--- config.mk ---
export PLATFORM = sky130hd
export DESIGN_NAME = apb3_master_bridge
export DESIGN_NICKNAME = d
export VERILOG_FILES = /design/src/rtl/apb3_master_bridge.sv
export SDC_FILE = /design/constraint.sdc
export NUM_CORES = 1
export LEC_CHECK = 0
export ABC_AREA = 1
export BUFFER_PORTS_ARGS = -buffer_cell sky130_fd_sc_hd__buf_2
export CAP_MARGIN = 30
export CORE_MARGIN = 2
export CORE_UTILIZATION = 45
export DETAILED_ROUTE_END_ITERATION = 8
export HOLD_SLACK_MARGIN = 0.1
export PLACE_DENSITY = 0.77
export RECOVER_POWER = 25
export SYNTH_ARGS = -nofsm -noshare
export SYNTH_HDL_FRONTEND = slang
export SYNTH_SLANG_ARGS = --single-unit
--- constraint.sdc ---
create_clock -name PCLK -period 3.6 [get_ports PCLK]
set_input_delay 0.72 -clock PCLK [delete_from_list [all_inputs] [get_ports PCLK]]
set_output_delay 0.72 -clock PCLK [all_outputs]
set_load 0.01 [all_outputs]
--- src/rtl/apb3_master_bridge.sv ---
// Single-transfer APB3 requester: turns a valid/ready command into one SETUP/ACCESS
// sequence on a 16-slave bus and returns data, error and timeout status as a response.
module apb3_master_bridge #(
  parameter int TIMEOUT_CYCLES = 256
) (
  input  logic        PCLK,
  input  logic        PRESET,
  input  logic        cmd_valid,
  output logic        cmd_ready,
  input  logic        cmd_write,
  input  logic [3:0]  cmd_sel,
  input  logic [31:0] cmd_addr,
  input  logic [31:0] cmd_wdata,
  output logic        rsp_valid,
  input  logic        rsp_ready,
  output logic [31:0] rsp_rdata,
  output logic        rsp_slverr,
  output logic        rsp_timeout,
  output logic [31:0] PADDR,
  output logic [31:0] PWDATA,
  output logic [15:0] PSEL,
  output logic        PWRITE,
  output logic        PENABLE,
  input  logic [31:0] PRDATA,
  input  logic        PREADY,
  input  logic        PSLVERR
);

  localparam int CW = (TIMEOUT_CYCLES > 0) ? $clog2(TIMEOUT_CYCLES + 1) : 1;
  localparam bit TO_EN = (TIMEOUT_CYCLES != 0);
  localparam logic [CW-1:0] LAST = CW'((TIMEOUT_CYCLES > 0) ? TIMEOUT_CYCLES - 1 : 0);

  typedef enum logic [1:0] {IDLE, SETUP, ACCESS, RESP} state_t;

  state_t        state;
  state_t        state_nxt;
  logic [CW-1:0] counter;
  logic          timed_out;

  always_ff @(posedge PCLK) begin
    if (PRESET) state <= IDLE;
    else        state <= state_nxt;
  end

  always_comb begin
    state_nxt = state;
    cmd_ready = 1'b0;
    timed_out = TO_EN && (counter == LAST);
    case (state)
      IDLE: begin
        cmd_ready = !PRESET;
        if (cmd_valid) state_nxt = SETUP;
      end
      SETUP:   state_nxt = ACCESS;
      ACCESS:  if (PREADY || timed_out) state_nxt = RESP;
      RESP:    if (rsp_ready) state_nxt = IDLE;
      default: state_nxt = IDLE;
    endcase
  end

  assign rsp_valid = (state == RESP);

  // Bus and response registers; PADDR/PWRITE/PWDATA keep their last value between transfers.
  always_ff @(posedge PCLK) begin
    if (PRESET) begin
      PADDR       <= '0;
      PWDATA      <= '0;
      PSEL        <= '0;
      PWRITE      <= 1'b0;
      PENABLE     <= 1'b0;
      counter     <= '0;
      rsp_rdata   <= '0;
      rsp_slverr  <= 1'b0;
      rsp_timeout <= 1'b0;
    end else begin
      case (state)
        IDLE: begin
          if (cmd_valid) begin
            PADDR  <= cmd_addr;
            PWRITE <= cmd_write;
            PSEL   <= 16'(1) << cmd_sel;
            if (cmd_write) PWDATA <= cmd_wdata;
          end
        end
        SETUP: begin
          PENABLE <= 1'b1;
          counter <= '0;
        end
        ACCESS: begin
          // A ready slave on the last permitted cycle still completes normally.
          if (PREADY) begin
            rsp_rdata   <= PWRITE ? 32'h0 : PRDATA;
            rsp_slverr  <= PSLVERR;
            rsp_timeout <= 1'b0;
            PSEL        <= '0;
            PENABLE     <= 1'b0;
          end else if (timed_out) begin
            rsp_rdata   <= 32'h0;
            rsp_slverr  <= 1'b1;
            rsp_timeout <= 1'b1;
            PSEL        <= '0;
            PENABLE     <= 1'b0;
          end else begin
            counter <= counter + CW'(1);
          end
        end
        default: ;
      endcase
    end
  end

endmodule

==> impl_metrics.csv <==
group,metric,value,unit
final_layout,fillers,998,
final_layout,drive_gt1_share,27.7,%
critical_path,crit_required,4.04,ns
detailed_routing,routedWlPerCell,13.1,um
final_layout,n_antenna_cell,0,
critical_path,r2r_start,"state[0]",
hold_path,min_path_type,"in2reg",
logic_synthesis,synth_edf_count,0,
placement,placed_area,6040,um2
logic_synthesis,synth-seq-cells,127,
clocking,htreeDepth,4,
critical_path,critical_path.max_stage_delay,0.79,ns
critical_path,crit_buf_inv,3,
logic_synthesis,seq_area_frac_synth,51.5,%
critical_path,path_cells,"inv_1, ha_1, nand2_2, inv_1, buf_4, nand3_1, a21oi_1",
logic_synthesis,synth_top_cell_by_area,"dfxtp_1",
clocking,clk_latency,0.52,ns
status,status,"finished clean",
flow_run,max-cap-violations,0,
detailed_routing,initialDrtViolationCount,269,
critical_path,r2r_slack,1.23,ns
critical_path,critPathLaunchType,"register",
clocking,clock-sinks,127,
critical_path,cpMostUsedCell,"inv_1",
pwr,irDropWorstVdd,461,uV
logic_synthesis,synthDistinctLibCells,25,
placement,placed_cells,979,
critical_path,critPathTopFamily,"buffers and inverters",
pwr,power_density,764,nW/um2
final_layout,final_nets,970,
final_layout,seq_area,2540,um2
detailed_routing,antenna_left,0,
critical_path,worstSetupPathType,"reg2reg",
floorplanning,fp.dieW,109,um
detailed_routing,wirelength,13200,um
clocking,ctsLongestPathBuffers,2,
placement,port-buffer-count,224,
floorplanning,dieArea,11800,um2
logic_synthesis,syn_avg_cell_area,7.56,um2
logic_synthesis,postSynthCellCount,653,
timing,setup_slack,1.23,ns
clocking,cts_resized,0,
detailed_routing,route.vias.total,4976,
logic_synthesis,synth_area_leaders,"dfxtp_1 51%, nand2_1 9.8%, nor2_1 8.8%, a21oi_1 7.7%, nand3_1 7.7%",
global_routing,grt-ovfl-total,0,
critical_path,cp.depth,7,
hold_path,worstHoldStart,"PRDATA[5]",
clocking,cts_setup_buffers,0,
logic_synthesis,postSynth.asyncResetShare,0,%
critical_path,crit_path_max_fanout,35,
clocking,cts_tree,"done",
clocking,cts_inserted_buffers,17,
logic_synthesis,ys.flop_type,"dfxtp_1",
final_layout,synthToLayoutAreaGrowth,34.2,%
timing,tightestPinTransition,1.09,ns
floorplanning,row_count,38,
logic_synthesis,netlist_area,4940,um2
floorplanning,die_h,109,um
floorplanning,ioPinCount,225,
critical_path,r2r_cells,7,
clocking,clkTransAtPathRegs,0.06,ns
timing,rsz0062_at_grt,"no",
logic_synthesis,synth_common_cells,"129 x nand2_1, 127 x dfxtp_1, 116 x nor2_1, 76 x a21oi_1, 76 x nand3_1",
global_routing,grt_pass1_wl,20700,um
clocking,ctsHoldBuffers,0,
detailed_routing,drc,0,
critical_path,cp_data_arrival_time,2.81,ns
critical_path,cp_slowest_cell,"inv_1",
final_layout,multi_input_area,2070,um2
critical_path,rr_endpoint,"PWDATA[27]",
global_routing,grt_usage,22.6,%
clocking,ctsRootBufferMaster,"clkbuf_8",
placement,place_ws,1.32,ns
timing,drv_slew,0,
timing,slew_headroom,26.9,%
logic_synthesis,syn-num-nets,765,
global_routing,grt_max_degree,71,
logic_synthesis,ys_warn_count,0,
global_routing,first_global_vias,4474,
placement,gp_congestion,0.851,
timing,fin_skew,0.00647,ns
logic_synthesis,synth_top_cell_area_share,51.5,%
global_routing,antenna_found_initial,0,
timing,max_freq,422,MHz
pwr,leakage,3.01,nW
detailed_routing,viasPerCell,4.92,
hold_path,hold-path-endpoint,"rsp_rdata[5]",
final_layout,design_area,6630,um2
timing,tns,0,ns
placement,place.detailed.hpwl,9090,um
logic_synthesis,yosys.cell_count.top_type,"nand2_1",
timing,finalWorstPathRequiredPeriod,2.37,ns
floorplanning,start_util,45.8,%
hold_path,min_path_cells,3,
floorplanning,core,10800,um2
detailed_routing,drtPass1Iterations,4,
critical_path,endpoint_kind,"register",
final_layout,final_cells,1011,
pwr,power,5.06,mW
timing,final-hold-violation-count,0,
timing,period_share,65.9,%
timing,finalSetupViolations,0,
area by class of cell:
class	count	share of cell area [%]
Clock buffer	22	6.99
Clock inverter	10	2.40
Inverter	23	1.30
Multi-Input combinational cell	459	31.2
Sequential cell	127	38.4
Tap cell	140	2.64
Timing Repair Buffer	230	17.1
worst reg2reg max path, stage by stage (launching register included):
cell and delay (ns):
dfxtp_1 0.32, inv_1 0.09, ha_1 0.24, nand2_2 0.07, inv_1 0.79, buf_4 0.49, nand3_1 0.12, a21oi_1 0.18
placed cells by master (no fill, tap or decap), drive strengths merged:
cell and n:
nor4 1, nand3b 1, nand3 76, o21ai 38, o21bai 1, clkbuf 50
dfxtp 127, clkinv 4, ha 5, or2 1, nor2 117, clkinvlp 2
nor3 9, buf 202, a21oi 76, bufinv 4, inv 23, nand2 133
o22ai 1
sequential cells by signal (all words and copies together) (netlist names):
| signal | count |
|---|---|
| PSEL | 16 |
| PENABLE | 1 |
| PWDATA | 32 |
| PADDR | 32 |
| PWRITE | 1 |
| rsp_rdata | 32 |
| rsp_slverr | 1 |
| state | 2 |
| rsp_timeout | 1 |
| counter | 9 |
per-stage QoR:
| stage | hold slack, ns | utilization, % |
|---|---|---|
| finish | 0.442 | 61.4 |
| global route | 0.425 | 61.4 |
| CTS | 0.412 | 61.7 |
| detailed placement | 0.452 | 56.0 |
| global placement | 0.447 | 56.0 |
| floorplan | 0.445 | - |
per-layer routing:
metal / track usage, % / vias to the layer above / routed length, um
li1: - / 2545 / -
met1: 26.6 / 2194 / 5700
met2: 35.5 / 208 / 5950
met3: 9.03 / 29 / 1250
met4: 11.4 / 0 / 344
met5: 0 / - / 0
logic make-up after synthesis:
logic type	Yosys count	share of synthesized area (%)
AOI/OAI and AO/OA	116	11.9
adders and majority gates	5	1.27
DFF	127	51.5
and+or+nand+nor	338	28.8
buffers and inverters	67	6.59
power by group:
part / switching, mW / internal, mW / total, mW
combinational: 0.957 / 0.504 / 1.46
clock: 0.597 / 1.18 / 1.77
sequential: 0.139 / 1.69 / 1.83
worst max path at each step:
stage	to	start	slack (ns)
6_report	PWDATA[27]	state[0]	1.23
5_1_grt	PWDATA[12]	state[1]	1.00
4_1_cts	cmd_ready	state[0]	1.29
3_5_place_dp	counter[6]	counter[0]	1.32
3_3_place_gp	counter[4]	counter[0]	1.35
2_1_floorplan	cmd_ready	PRESET	1.61
Note: power is estimated with default switching activity, not from simulation.
